<file path="src/rtl/rc4_pkg.sv">
// Shared types and constants for the RC4 keystream XOR stream block.
// RC4_XOR_DROP_EN adds the DROP state that discards leading keystream bytes.
package rc4_pkg;

  localparam int KS_W = 8;

  typedef logic [KS_W-1:0] ks_byte_t;

  typedef enum logic [2:0] {
    IDLE  = 3'd0,
    INIT  = 3'd1,
`ifdef RC4_XOR_DROP_EN
    DROP  = 3'd2,
`endif
    RUN   = 3'd3,
    DRAIN = 3'd4
  } rc4_state_e;

endpackage

</file>
<file path="src/rtl/rc4_xor_stream_if.sv">
// Byte stream handshake (valid/ready/data/last) used for both the host input
// and the XORed output of rc4_xor_stream.
interface rc4_xor_stream_if;
  import rc4_pkg::*;

  logic     valid;
  logic     ready;
  logic     last;
  ks_byte_t data;

  modport master (output valid, output data, output last, input ready);
  modport slave  (input valid, input data, input last, output ready);

endinterface

</file>
<file path="src/rtl/rc4_ks_fifo.sv">
// Keystream prefetch FIFO, FIFO_DEPTH x 8, power-of-two depth; the head is
// presented combinationally on dout and clr empties it in one cycle.
module rc4_ks_fifo
  import rc4_pkg::*;
#(
  parameter int FIFO_DEPTH = 4
) (
  input  logic                        clk,
  input  logic                        rst_n,
  input  logic                        clr,
  input  logic                        push,
  input  ks_byte_t                    din,
  input  logic                        pop,
  output ks_byte_t                    dout,
  output logic [$clog2(FIFO_DEPTH):0] count,
  output logic                        empty,
  output logic                        full
);

  localparam int AW = $clog2(FIFO_DEPTH);
  localparam int CW = AW + 1;

  ks_byte_t        mem [FIFO_DEPTH];
  logic [AW-1:0]   rd_ptr;
  logic [AW-1:0]   wr_ptr;
  logic            push_ok;
  logic            pop_ok;

  assign empty   = (count == '0);
  assign full    = (count == CW'(FIFO_DEPTH));
  assign push_ok = push && !full;
  assign pop_ok  = pop && !empty;
  assign dout    = mem[rd_ptr];

  always_ff @(posedge clk) begin
    if (!rst_n || clr) begin
      rd_ptr <= '0;
      wr_ptr <= '0;
      count  <= '0;
    end else begin
      if (push_ok) begin
        mem[wr_ptr] <= din;
        wr_ptr      <= wr_ptr + 1'b1;
      end
      if (pop_ok) begin
        rd_ptr <= rd_ptr + 1'b1;
      end
      count <= count + CW'(push_ok) - CW'(pop_ok);
    end
  end

endmodule

</file>
<file path="src/rtl/rc4_xor_stream.sv">
// Consumer end of the RC4 keystream: starts the generator, prefetches bytes and
// XORs them onto the data stream. RC4_XOR_DROP_EN enables RC4-drop[DROP_N].
module rc4_xor_stream
  import rc4_pkg::*;
#(
  parameter int FIFO_DEPTH = 4,
  parameter int DROP_N     = 256
) (
  input  logic                clk,
  input  logic                rst_n,
  input  logic                start,
  output logic                busy,
  output logic                done,
  output logic                gen_start,
  input  logic                gen_ready,
  output logic                ks_req,
  input  logic                ks_valid,
  input  ks_byte_t            ks_data,
  rc4_xor_stream_if.slave     in_if,
  rc4_xor_stream_if.master    out_if,
  output logic                ks_err
);

  localparam int CW = $clog2(FIFO_DEPTH) + 1;

  rc4_state_e     state, state_nxt;
  logic [CW-1:0]  outstanding;
  logic [CW-1:0]  fifo_count;
  ks_byte_t       fifo_head;
  logic           fifo_empty, fifo_full;
  logic           fifo_push, fifo_pop, fifo_clr;
  logic           last_seen;
  logic           out_valid_q, out_last_q;
  ks_byte_t       out_data_q;
  logic           in_ready, accept, ks_hit, out_free, room;

  // A response only counts against a request that is actually in flight.
  assign ks_hit   = ks_valid && (outstanding != '0);
  assign out_free = !out_valid_q || out_if.ready;
  assign room     = ({1'b0, outstanding} + {1'b0, fifo_count}) < (CW + 1)'(FIFO_DEPTH);

`ifdef RC4_XOR_DROP_EN
  localparam int DW = (DROP_N > 1) ? $clog2(DROP_N) : 1;
  logic [DW-1:0] drop_cnt;
  logic          drop_last;

  assign drop_last = (drop_cnt == DW'(DROP_N - 1));

  always_ff @(posedge clk) begin
    if (!rst_n || fifo_clr) begin
      drop_cnt <= '0;
    end else if (state == DROP && ks_hit) begin
      drop_cnt <= drop_cnt + 1'b1;
    end
  end
`else
  logic unused_drop_n;
  assign unused_drop_n = (DROP_N != 0);
`endif

  always_ff @(posedge clk) begin
    if (!rst_n) state <= IDLE;
    else        state <= state_nxt;
  end

  always_comb begin
    state_nxt = state;
    busy      = (state != IDLE);
    ks_req    = 1'b0;
    in_ready  = 1'b0;
    accept    = 1'b0;
    fifo_push = 1'b0;
    fifo_pop  = 1'b0;
    fifo_clr  = 1'b0;
    case (state)
      IDLE: begin
        if (start) begin
          state_nxt = INIT;
          fifo_clr  = 1'b1;
        end
      end
      INIT: begin
        if (gen_ready) begin
`ifdef RC4_XOR_DROP_EN
          state_nxt = DROP;
`else
          state_nxt = RUN;
`endif
        end
      end
`ifdef RC4_XOR_DROP_EN
      DROP: begin
        ks_req = room && !fifo_full && !last_seen;
        if (ks_hit && drop_last) state_nxt = RUN;
      end
`endif
      RUN: begin
        ks_req    = room && !fifo_full && !last_seen;
        in_ready  = !fifo_empty && out_free && !last_seen;
        accept    = in_ready && in_if.valid;
        fifo_pop  = accept;
        fifo_push = ks_hit;
        if (accept && in_if.last) state_nxt = DRAIN;
      end
      DRAIN: begin
        if (outstanding == '0 && out_free) begin
          state_nxt = IDLE;
          fifo_clr  = 1'b1;
        end
      end
      default: state_nxt = IDLE;
    endcase
  end

  always_ff @(posedge clk) begin
    if (!rst_n) begin
      gen_start   <= 1'b0;
      done        <= 1'b0;
      ks_err      <= 1'b0;
      outstanding <= '0;
      last_seen   <= 1'b0;
      out_valid_q <= 1'b0;
      out_last_q  <= 1'b0;
      out_data_q  <= '0;
    end else begin
      gen_start <= (state == IDLE) && start;
      done      <= (state == DRAIN) && (state_nxt == IDLE);
      if (ks_valid && outstanding == '0) ks_err <= 1'b1;
      if (fifo_clr) begin
        outstanding <= '0;
        last_seen   <= 1'b0;
      end else begin
        outstanding <= outstanding + CW'(ks_req) - CW'(ks_hit);
      end
      if (accept) begin
        out_valid_q <= 1'b1;
        out_data_q  <= in_if.data ^ fifo_head;
        out_last_q  <= in_if.last;
        if (in_if.last) last_seen <= 1'b1;
      end else if (out_if.ready) begin
        out_valid_q <= 1'b0;
      end
    end
  end

  assign in_if.ready  = in_ready;
  assign out_if.valid = out_valid_q;
  assign out_if.data  = out_data_q;
  assign out_if.last  = out_last_q;

  rc4_ks_fifo #(.FIFO_DEPTH(FIFO_DEPTH)) u_fifo (
    .clk   (clk),
    .rst_n (rst_n),
    .clr   (fifo_clr),
    .push  (fifo_push),
    .din   (ks_data),
    .pop   (fifo_pop),
    .dout  (fifo_head),
    .count (fifo_count),
    .empty (fifo_empty),
    .full  (fifo_full)
  );

endmodule

</file>
<file path="src/flat_wrapper.sv">
// flat-port wrapper written by rule: the top's interface ports become plain ports
module rc4_xor_stream_flat import rc4_pkg::*;
#(
  parameter int FIFO_DEPTH = 4,
  parameter int DROP_N     = 256
)
  (clk, rst_n, start, busy, done, gen_start, gen_ready, ks_req, ks_valid, ks_data, ks_err, in_if_valid, in_if_data, in_if_last, in_if_ready, out_if_valid, out_if_data, out_if_last, out_if_ready);
  rc4_xor_stream_if in_if_i ();
  rc4_xor_stream_if out_if_i ();
  input  logic clk;
  input  logic rst_n;
  input  logic start;
  output logic busy;
  output logic done;
  output logic gen_start;
  input  logic gen_ready;
  output logic ks_req;
  input  logic ks_valid;
  input  ks_byte_t ks_data;
  output logic ks_err;
  input wire logic [$bits(in_if_i.valid)-1:0] in_if_valid;
  input wire logic [$bits(in_if_i.data)-1:0] in_if_data;
  input wire logic [$bits(in_if_i.last)-1:0] in_if_last;
  output wire logic [$bits(in_if_i.ready)-1:0] in_if_ready;
  output wire logic [$bits(out_if_i.valid)-1:0] out_if_valid;
  output wire logic [$bits(out_if_i.data)-1:0] out_if_data;
  output wire logic [$bits(out_if_i.last)-1:0] out_if_last;
  input wire logic [$bits(out_if_i.ready)-1:0] out_if_ready;
  assign in_if_i.valid = in_if_valid;
  assign in_if_i.data = in_if_data;
  assign in_if_i.last = in_if_last;
  assign in_if_ready = in_if_i.ready;
  assign out_if_valid = out_if_i.valid;
  assign out_if_data = out_if_i.data;
  assign out_if_last = out_if_i.last;
  assign out_if_i.ready = out_if_ready;
  rc4_xor_stream #(.FIFO_DEPTH(FIFO_DEPTH), .DROP_N(DROP_N)) u_core (.clk(clk), .rst_n(rst_n), .start(start), .busy(busy), .done(done), .gen_start(gen_start), .gen_ready(gen_ready), .ks_req(ks_req), .ks_valid(ks_valid), .ks_data(ks_data), .in_if(in_if_i), .out_if(out_if_i), .ks_err(ks_err));
endmodule
</file>
<file path="config.mk">
export PLATFORM = sky130hd
export DESIGN_NAME = rc4_xor_stream_flat
export DESIGN_NICKNAME = d
export VERILOG_FILES = /design/src/rtl/rc4_pkg.sv /design/src/rtl/rc4_xor_stream_if.sv /design/src/rtl/rc4_ks_fifo.sv /design/src/rtl/rc4_xor_stream.sv /design/src/flat_wrapper.sv
export SDC_FILE = /design/constraint.sdc
export NUM_CORES = 1
export LEC_CHECK = 0
export BUFFER_PORTS_ARGS = -buffer_cell sky130_fd_sc_hd__buf_2
export CAP_MARGIN = 30
export CORE_MARGIN = 10
export CORE_UTILIZATION = 25
export DETAILED_ROUTE_END_ITERATION = 7
export PLACE_DENSITY = 0.47
export SLEW_MARGIN = 10
export SYNTH_ARGS = -nofsm -noshare
export SYNTH_HDL_FRONTEND = slang
export SYNTH_SLANG_ARGS = --single-unit
</file>
<file path="constraint.sdc">
create_clock -name clk -period 8.2 [get_ports clk]
set_clock_uncertainty 0.15 [all_clocks]
set_input_delay 0 -clock clk [delete_from_list [all_inputs] [get_ports clk]]
set_output_delay 0 -clock clk [all_outputs]
set_load 0.05 [all_outputs]
</file>
==> out/qor.txt, run 1 <==
Mapped Nets = 225
Worst hold start = in_if_valid
Multiplexer share of the synthesized area = 7.473%
Status = finished, final reports clean
Post-DR wirelength/cell = 13.42 um
Worst R2R Start = u_core.state[0]
Period Utilization, post-route = 34.03%
Commonest cells post-synth = 32 x edfxtp_1, 29 x dfxtp_1, 15 x a21oi_1
RD Place Congestion = 0.7018
Die Footprint = 14620 sq um
Core area = 9864 sq um
# IOs = 40
Post-CTS Setup Bufs = 0
Largest family of logic cells by synthesized area = simple AND/OR/NAND/NOR gates
Mapped Area = 2545 sq um
Via Count = 1668
Final ANT Viol Nets = 0
Final net count = 306
Width of the die = 120.9 um
Congestion Overflow GR = 0
Synth-to-Final Area Change = 34.61%
Worst setup EP type = flip-flop
Number of synthesized register bits = 61
Clk root buf = clkbuf_8
Post-synthesis simple-gate area fraction = 9.931%
Xor and xnor area share after synthesis = 4.818%
Top-count cell post-synth = edfxtp_1
Worst Tran Pin Value = 585.7 ps
Worst skew pair latency = 340 ps
CTS Sinks = 61
Area leader, netlist = edfxtp_1
CTS tree = built
Area share of fa/ha/maj cells after synthesis = 6.490%
Total Wirelength = 5.475 mm
Layout cells sized above 1 = 26.18%
Register area = 1541 sq um
First drt pass iteration count = 5
Pwr/cell area = 200.4 nW/um^2
Htree depth = 3
Site Rows = 36
Synth top area cells = edfxtp_1 38%, dfxtp_1 23%, mux4_2 7.1%
Vias per inst = 4.088
Antenna Cells = 0
Clock share of power = 38.7%
First-pass GRT wire length = 9.280 mm
Post-synth cell types = 35
Worst-path clk slew = 80 ps
Initial antenna violation count = 0
Multi-input logic area = 925.9 sq um
Worst rel slew slack = 60.90%
Number of global-route vias before repair = 1769
Asr flop ratio synth = 0%
Hold slack = 72.72 ps
Residual DRC count = 0
Final min period = 2790 ps
Fill count = 954
CTS Buf Count = 9
Pin count of the biggest net entering global routing = 19
YS warnings = 0
Port bufs = 39
Mean post-synth cell area = 13.47 sq um
Crit path required time = 8280 ps
Startpoint Class = flip-flop
Fin. Hold Viols = 0
Leakage power = 1.372 nW
Gate Count Post-Synth = 189
Clock Path Buffers = 2
Sw frac = 26.02%
RSZ-0062 raised after global routing = false
DR iter-0 viols = 63
Fin. max-slew vios = 0
Setup-failing EPs final = 0
Min-delay worst type = input port to flip-flop
Sequential area share after synthesis = 60.57%
Fmax achieved = 358.4 MHz
Sum Neg Setup Slack = 0 ps
Die span in y = 120.9 um
Total track usage = 8.226%
Crit-path max FO = 18
Power Internal = 0.0005079 W
Part of the power in combinational logic = 12.4%
Crit path kind = flip-flop to flip-flop
Post-synth top area share = 37.76%
Arrival time at the worst endpoint = 2870 ps
Sequential share of power = 48.9%
Starting Density = 25.80%
MaxCap Viol Count = 0
Post-synth EDFFs = 32
P_sw = 0.0001786 W
Peak VDD IR = 0.06001 mV
DP HPWL = 3.725 mm
Critical path origin = u_core.state[0]
Compound-Gate Fraction of Synth Area = 7.670%
Primary FF master, synth = edfxtp_1
-- area by class of cell --
cell class                      instances  share of cell area [%]
Tap cell                              133                   4.858
Clock inverter                          7                   2.155
Clock buffer                            9                   3.616
Inverter                               14                   1.570
Timing Repair Buffer                   74                   15.78
Multi-Input combinational cell        110                   27.03
Sequential cell                        61                   45.00
-- state kept, by name (all words and copies together) (netlist names), 2 cells and up, named ones only --
| signal | flops |
|---|---|
| u_core.u_fifo.count | 3 |
| u_core.u_fifo.wr_ptr | 2 |
| u_core.u_fifo.mem | 32 |
| u_core.outstanding | 3 |
| u_core.state | 3 |
| u_core.u_fifo.rd_ptr | 2 |
| u_core.out_if.data | 8 |
-- per-layer routing --
metal / routed length [um] / GRT usage [%]
met5: 0 / 0
met4: 140 / 5.204
met3: 228 / 2.327
met2: 2614 / 12.76
met1: 2492 / 9.827
-- placed cells by master, fill, tap and decap left out, types with 5 or more instances in the layout --
master / netlist / routed
clkbuf_8: 0 / 9
edfxtp_1: 32 / 32
nand3_1: 5 / 5
a21oi_1: 15 / 15
o21ai_0: 9 / 9
ha_1: 10 / 10
dlygate4sd3_1: 0 / 34
buf_2: 1 / 39
and3_1: 5 / 5
mux4_2: 8 / 8
dfxtp_1: 29 / 29
nor2_1: 12 / 12
xnor2_1: 14 / 14
inv_1: 13 / 13
-- through the flow --
step	instances	cell area, sq um	total power [W]	util (%)	worst slack (ps)
3_5_place_dp	357	2883	0.0004192	29.22	5370
4_1_cts	407	3421	0.0006957	34.68	5347
3_3_place_gp	357	2883	0.0004174	29.22	5430
6_report	408	3426	0.0006865	34.73	5410
5_1_grt	408	3426	0.0007231	34.73	5200
2_1_floorplan	189	2545	0.0003956	-	5222
-- timing repair --
action | 4_1_cts | 5_1_grt
resized for setup | 0 | 0
hold buffers | 34 | 0
hold endpoints to repair | 49 | 0
-- logic make-up after synthesis --
kind of cell / Yosys count
flip-flops: 61
buffers and inverters: 18
adder cells (fa/ha/maj): 12
AND/OR/NAND/NOR: 44
multiplexers: 9
AO/OA/AOI/OAI: 31
XOR/XNOR: 14
-- power groups by stage --
stage	clock (W)	sequential [W]	combinational [W]
after global routing	0.000287	0.000337	0.0000995
final	0.000266	0.000336	0.0000849
after floorplan	0	0.000347	0.0000487
after CTS	0.000273	0.000336	0.0000868
after detailed placement	0	0.000343	0.0000764
after global placement	0	0.000342	0.0000753
-- critical path, stage by stage, from the launching register on --
cell      delay [ps]
dfxtp_1          460
nand3b_4         150
or4_4            600
clkinv_2         200
ha_1             150
inv_1             40
ha_1             180
fa_1             370
xnor2_1          190
xnor2_1          140
nor2_1            50
-- worst paths after layout --
path / end / slack (ps) / depth (start not counted)
max: u_core.u_fifo.count[2] / 5410 / 10
min: u_core.out_if.last / 70 / 5
max reg2reg: u_core.u_fifo.count[2] / 5410 / 10
min reg2reg: u_core.out_if.last / 320 / 2
Note: power is estimated with default switching activity, not from simulation.
==> inputs of run 2 (changes only) <==
--- a/config.mk
+++ b/config.mk
@@ -10,7 +10,7 @@
 export CORE_MARGIN = 10
 export CORE_UTILIZATION = 25
 export DETAILED_ROUTE_END_ITERATION = 7
-export PLACE_DENSITY = 0.47
+export PLACE_DENSITY = 0.48
 export SLEW_MARGIN = 10
 export SYNTH_ARGS = -nofsm -noshare
 export SYNTH_HDL_FRONTEND = slang
==> constraint.sdc (replaced) <==
create_clock -name clk -period 2.5 [get_ports clk]
set_clock_uncertainty 0.15 [all_clocks]
set_input_delay 0 -clock clk [delete_from_list [all_inputs] [get_ports clk]]
set_output_delay 0 -clock clk [all_outputs]
set_load 0.05 [all_outputs]
==> run 2 against run 1 <==
Net effect:
- via count up 3.4%
- die area unchanged
- global-route usage down 0.37 points
- final area up 4.1%
- core utilization up 1.4 points
- hold slack worse by 7.0 ps
- routed wire length down 1.5%
- clock power rose to 2.9 times the previous value
- worst setup slack worse by 5300 ps
- largest power group unchanged
- highest routed layer unchanged
==> out/qor.txt, run 2 (synthesized netlist as in run 1, its figures left out) <==
Status = finished, final reports clean (unchanged)
Port bufs = 39 (unchanged)
Crit path required time = 2580 ps (was 8280 ps)
Setup-failing EPs final = 0 (unchanged)
# IOs = 40 (unchanged)
CP top delay family = simple AND/OR/NAND/NOR gates (unchanged)
Worst skew pair latency = 330 ps (was 340 ps)
Site Rows = 36 (unchanged)
Initial antenna violation count = 1 (was 0)
Slowest stage delay, CP = 580 ps (was 600 ps)
Clk root buf = clkbuf_8 (unchanged)
Worst hold start = in_if_valid (unchanged)
Pin count of the biggest net entering global routing = 18 (was 19)
Synth-to-Final Area Change = 40.12% (was 34.61%)
Startpoint Class = flip-flop (unchanged)
Post-DR wirelength/cell = 12.81 um (was 13.42 um)
Final min period = 2406 ps (was 2790 ps)
Htree depth = 3 (unchanged)
Core area = 9864 sq um (unchanged)
Layout cells sized above 1 = 36.24% (was 26.18%)
Crit-path most repeated cell = ha_4
Residual DRC count = 0 (unchanged)
Vias per inst = 4.095 (was 4.088)
MaxCap Viol Count = 0 (unchanged)
Starting Density = 25.80% (unchanged)
Biggest register = u_core.u_fifo.mem (unchanged)
Period Utilization, post-route = 96.22% (was 34.03%)
Most frequent cells in the layout = 39 x buf_2, 32 x dlygate4sd3_1, 32 x edfxtp_1, 20 x dfxtp_1, 15 x a21oi_1 (was 39 x buf_2, 34 x dlygate4sd3_1, 32 x edfxtp_1, 29 x dfxtp_1, 15 x a21oi_1)
Number of global-route vias before repair = 1775 (was 1769)
Worst-path clk slew = 70 ps (was 80 ps)
Multi-input logic area = 977.2 sq um (was 925.9 sq um)
Most common cell after layout, fill and taps aside = buf_2 (unchanged)
Congestion Overflow GR = 0 (unchanged)
Fmax achieved = 415.7 MHz (was 358.4 MHz)
Crit path cell chain = nand3b_4 > or4_4 > clkinv_4 > ha_4 > inv_2 > ha_4 > fa_2 > xnor2_2 > xnor2_1 > nor2_1 (was nand3b_4 > or4_4 > clkinv_2 > ha_1 > inv_1 > ha_1 > fa_1 > xnor2_1 > xnor2_1 > nor2_1)
CTS Buf Count = 9 (unchanged)
CTS Sinks = 61 (unchanged)
Leakage power = 1.430 nW (was 1.372 nW)
DR iter-0 viols = 83 (was 63)
RD Place Congestion = 0.7403 (was 0.7018)
Pwr/cell area = 612.3 nW/um^2 (was 200.4 nW/um^2)
First-pass GRT wire length = 9.039 mm (was 9.280 mm)
Critical path origin = u_core.state[2] (was u_core.state[0])
Via Count = 1724 (was 1668)
Crit path to = u_core.u_fifo.count[2] (unchanged)
Worst setup EP type = flip-flop (unchanged)
Worst Tran Pin Value = 546.0 ps (was 585.7 ps)
Total track usage = 7.860% (was 8.226%)
Width of the die = 120.9 um (unchanged)
Final ANT Viol Nets = 0 (unchanged)
Min-delay worst type = input port to flip-flop (unchanged)
Reg2Reg Depth = 10 (unchanged)
Max reg flops = 32 (unchanged)
Worst R2R Start = u_core.state[2] (was u_core.state[0])
Crit path kind = flip-flop to flip-flop (unchanged)
CTS tree = built (unchanged)
Design area = 3566 sq um (was 3426 sq um)
Slack of the worst reg-to-reg path = 90 ps (was 5410 ps)
Fill count = 938 (was 954)
Fin. Hold Viols = 0 (unchanged)
Register area = 1555 sq um (was 1541 sq um)
Clock Path Buffers = 2 (unchanged)
Crit path depth = 10 (unchanged)
RR Endpoint = u_core.u_fifo.count[2] (unchanged)
Arrival time at the worst endpoint = 2480 ps (was 2870 ps)
Total Wirelength = 5.391 mm (was 5.475 mm)
DP Area = 3012 sq um (was 2883 sq um)
Crit-path max FO = 5 (was 18)
Die Footprint = 14620 sq um (unchanged)
Die span in y = 120.9 um (unchanged)
Peak VDD IR = 0.2216 mV (was 0.06001 mV)
Layout Cells excl Fill = 421 (was 408)
Buf/Inv on CP = 2 (unchanged)
Final net count = 318 (was 306)
Master of the slowest instance on the critical path = or4_4 (unchanged)
RSZ-0062 raised after global routing = true (was false)
Fin. max-slew vios = 0 (unchanged)
Hold slack = 65.71 ps (was 72.72 ps)
First drt pass iteration count = 4 (was 5)
Post-placement cell count = 370 (was 357)
DP HPWL = 3.796 mm (was 3.725 mm)
Worst rel slew slack = 63.55% (was 60.90%)
## run 2: timing repair
| item | 4_1_cts | 5_1_grt |
|---|---|---|
| buffers inserted | 0 | 2 |
| gates resized for setup | 1 | 10 |
| hold buffers | 32 | 0 |
| pin swaps | 0 | 3 |
| hold endpoints to repair | 49 | 0 |
| setup endpoints to repair | 1 | 4 |
## run 2: how the worst min path moves through the flow
stage | end | slack [ps] | depth (start not counted)
finish | u_core.out_if.valid | 70 | 5
global placement | u_core.u_fifo.mem[3][5] | 70 | 1
detailed placement | u_core.u_fifo.mem[1][0] | 70 | 1
global route | u_core.out_if.valid | 100 | 5
floorplan | u_core.u_fifo.mem[0][0] | -50 | 0
CTS | u_core.out_if.valid | 60 | 5
## run 2: through the flow
step / power (W) / worst slack (ps) / setup TNS, ps / utilization (%)
3_5_place_dp: 0.001388 / 21.67 / 0 / 30.53
5_1_grt: 0.002321 / -37.03 / -47.77 / 36.15
3_3_place_gp: 0.001389 / 27.57 / 0 / 30.53
6_report: 0.002184 / 94.47 / 0 / 36.15
4_1_cts: 0.002199 / 5.737 / 0 / 35.57
2_1_floorplan: 0.001297 / -76.18 / -110.9 / -
## run 2: worst reg2reg max path, delay by kind of cell, from the launching register on
family	cells	cell delay [ps]
buf+inv	2	100
xor+xnor	2	310
simple gates	3	810
flops	1	320
fa+ha+maj	3	610
## run 2: area by class of cell
cell class                 instances  share of cell area, %
sequential                        61                  43.61
antenna                            1                0.07018
clock buffer                       9                  3.474
inverter                          14                  1.614
timing repair buffer              86                  17.72
multi-input combinational        110                  27.40
tap                              133                  4.667
clock inverter                     7                  1.439
## run 2: power breakdown
group	switching, W	internal (W)	total, W
clock network	0.000404	0.000362	0.000766
logic	0.000163	0.000155	0.000319
registers	0.0000214	0.00108	0.00110
total	0.000589	0.00159	0.00218
## run 2: per-layer routing
| metal | GRT usage (%) | part of all wire, % | wire length [um] | vias to the layer above |
|---|---|---|---|---|
| met3 | 2.652 | 5.3 | 286 | 6 |
| met2 | 12.18 | 48 | 2598 | 36 |
| met5 | 0 | 0 | 0 | - |
| li1 | - | - | - | 874 |
| met4 | 4.072 | 1.6 | 87 | 0 |
| met1 | 9.477 | 45 | 2420 | 808 |
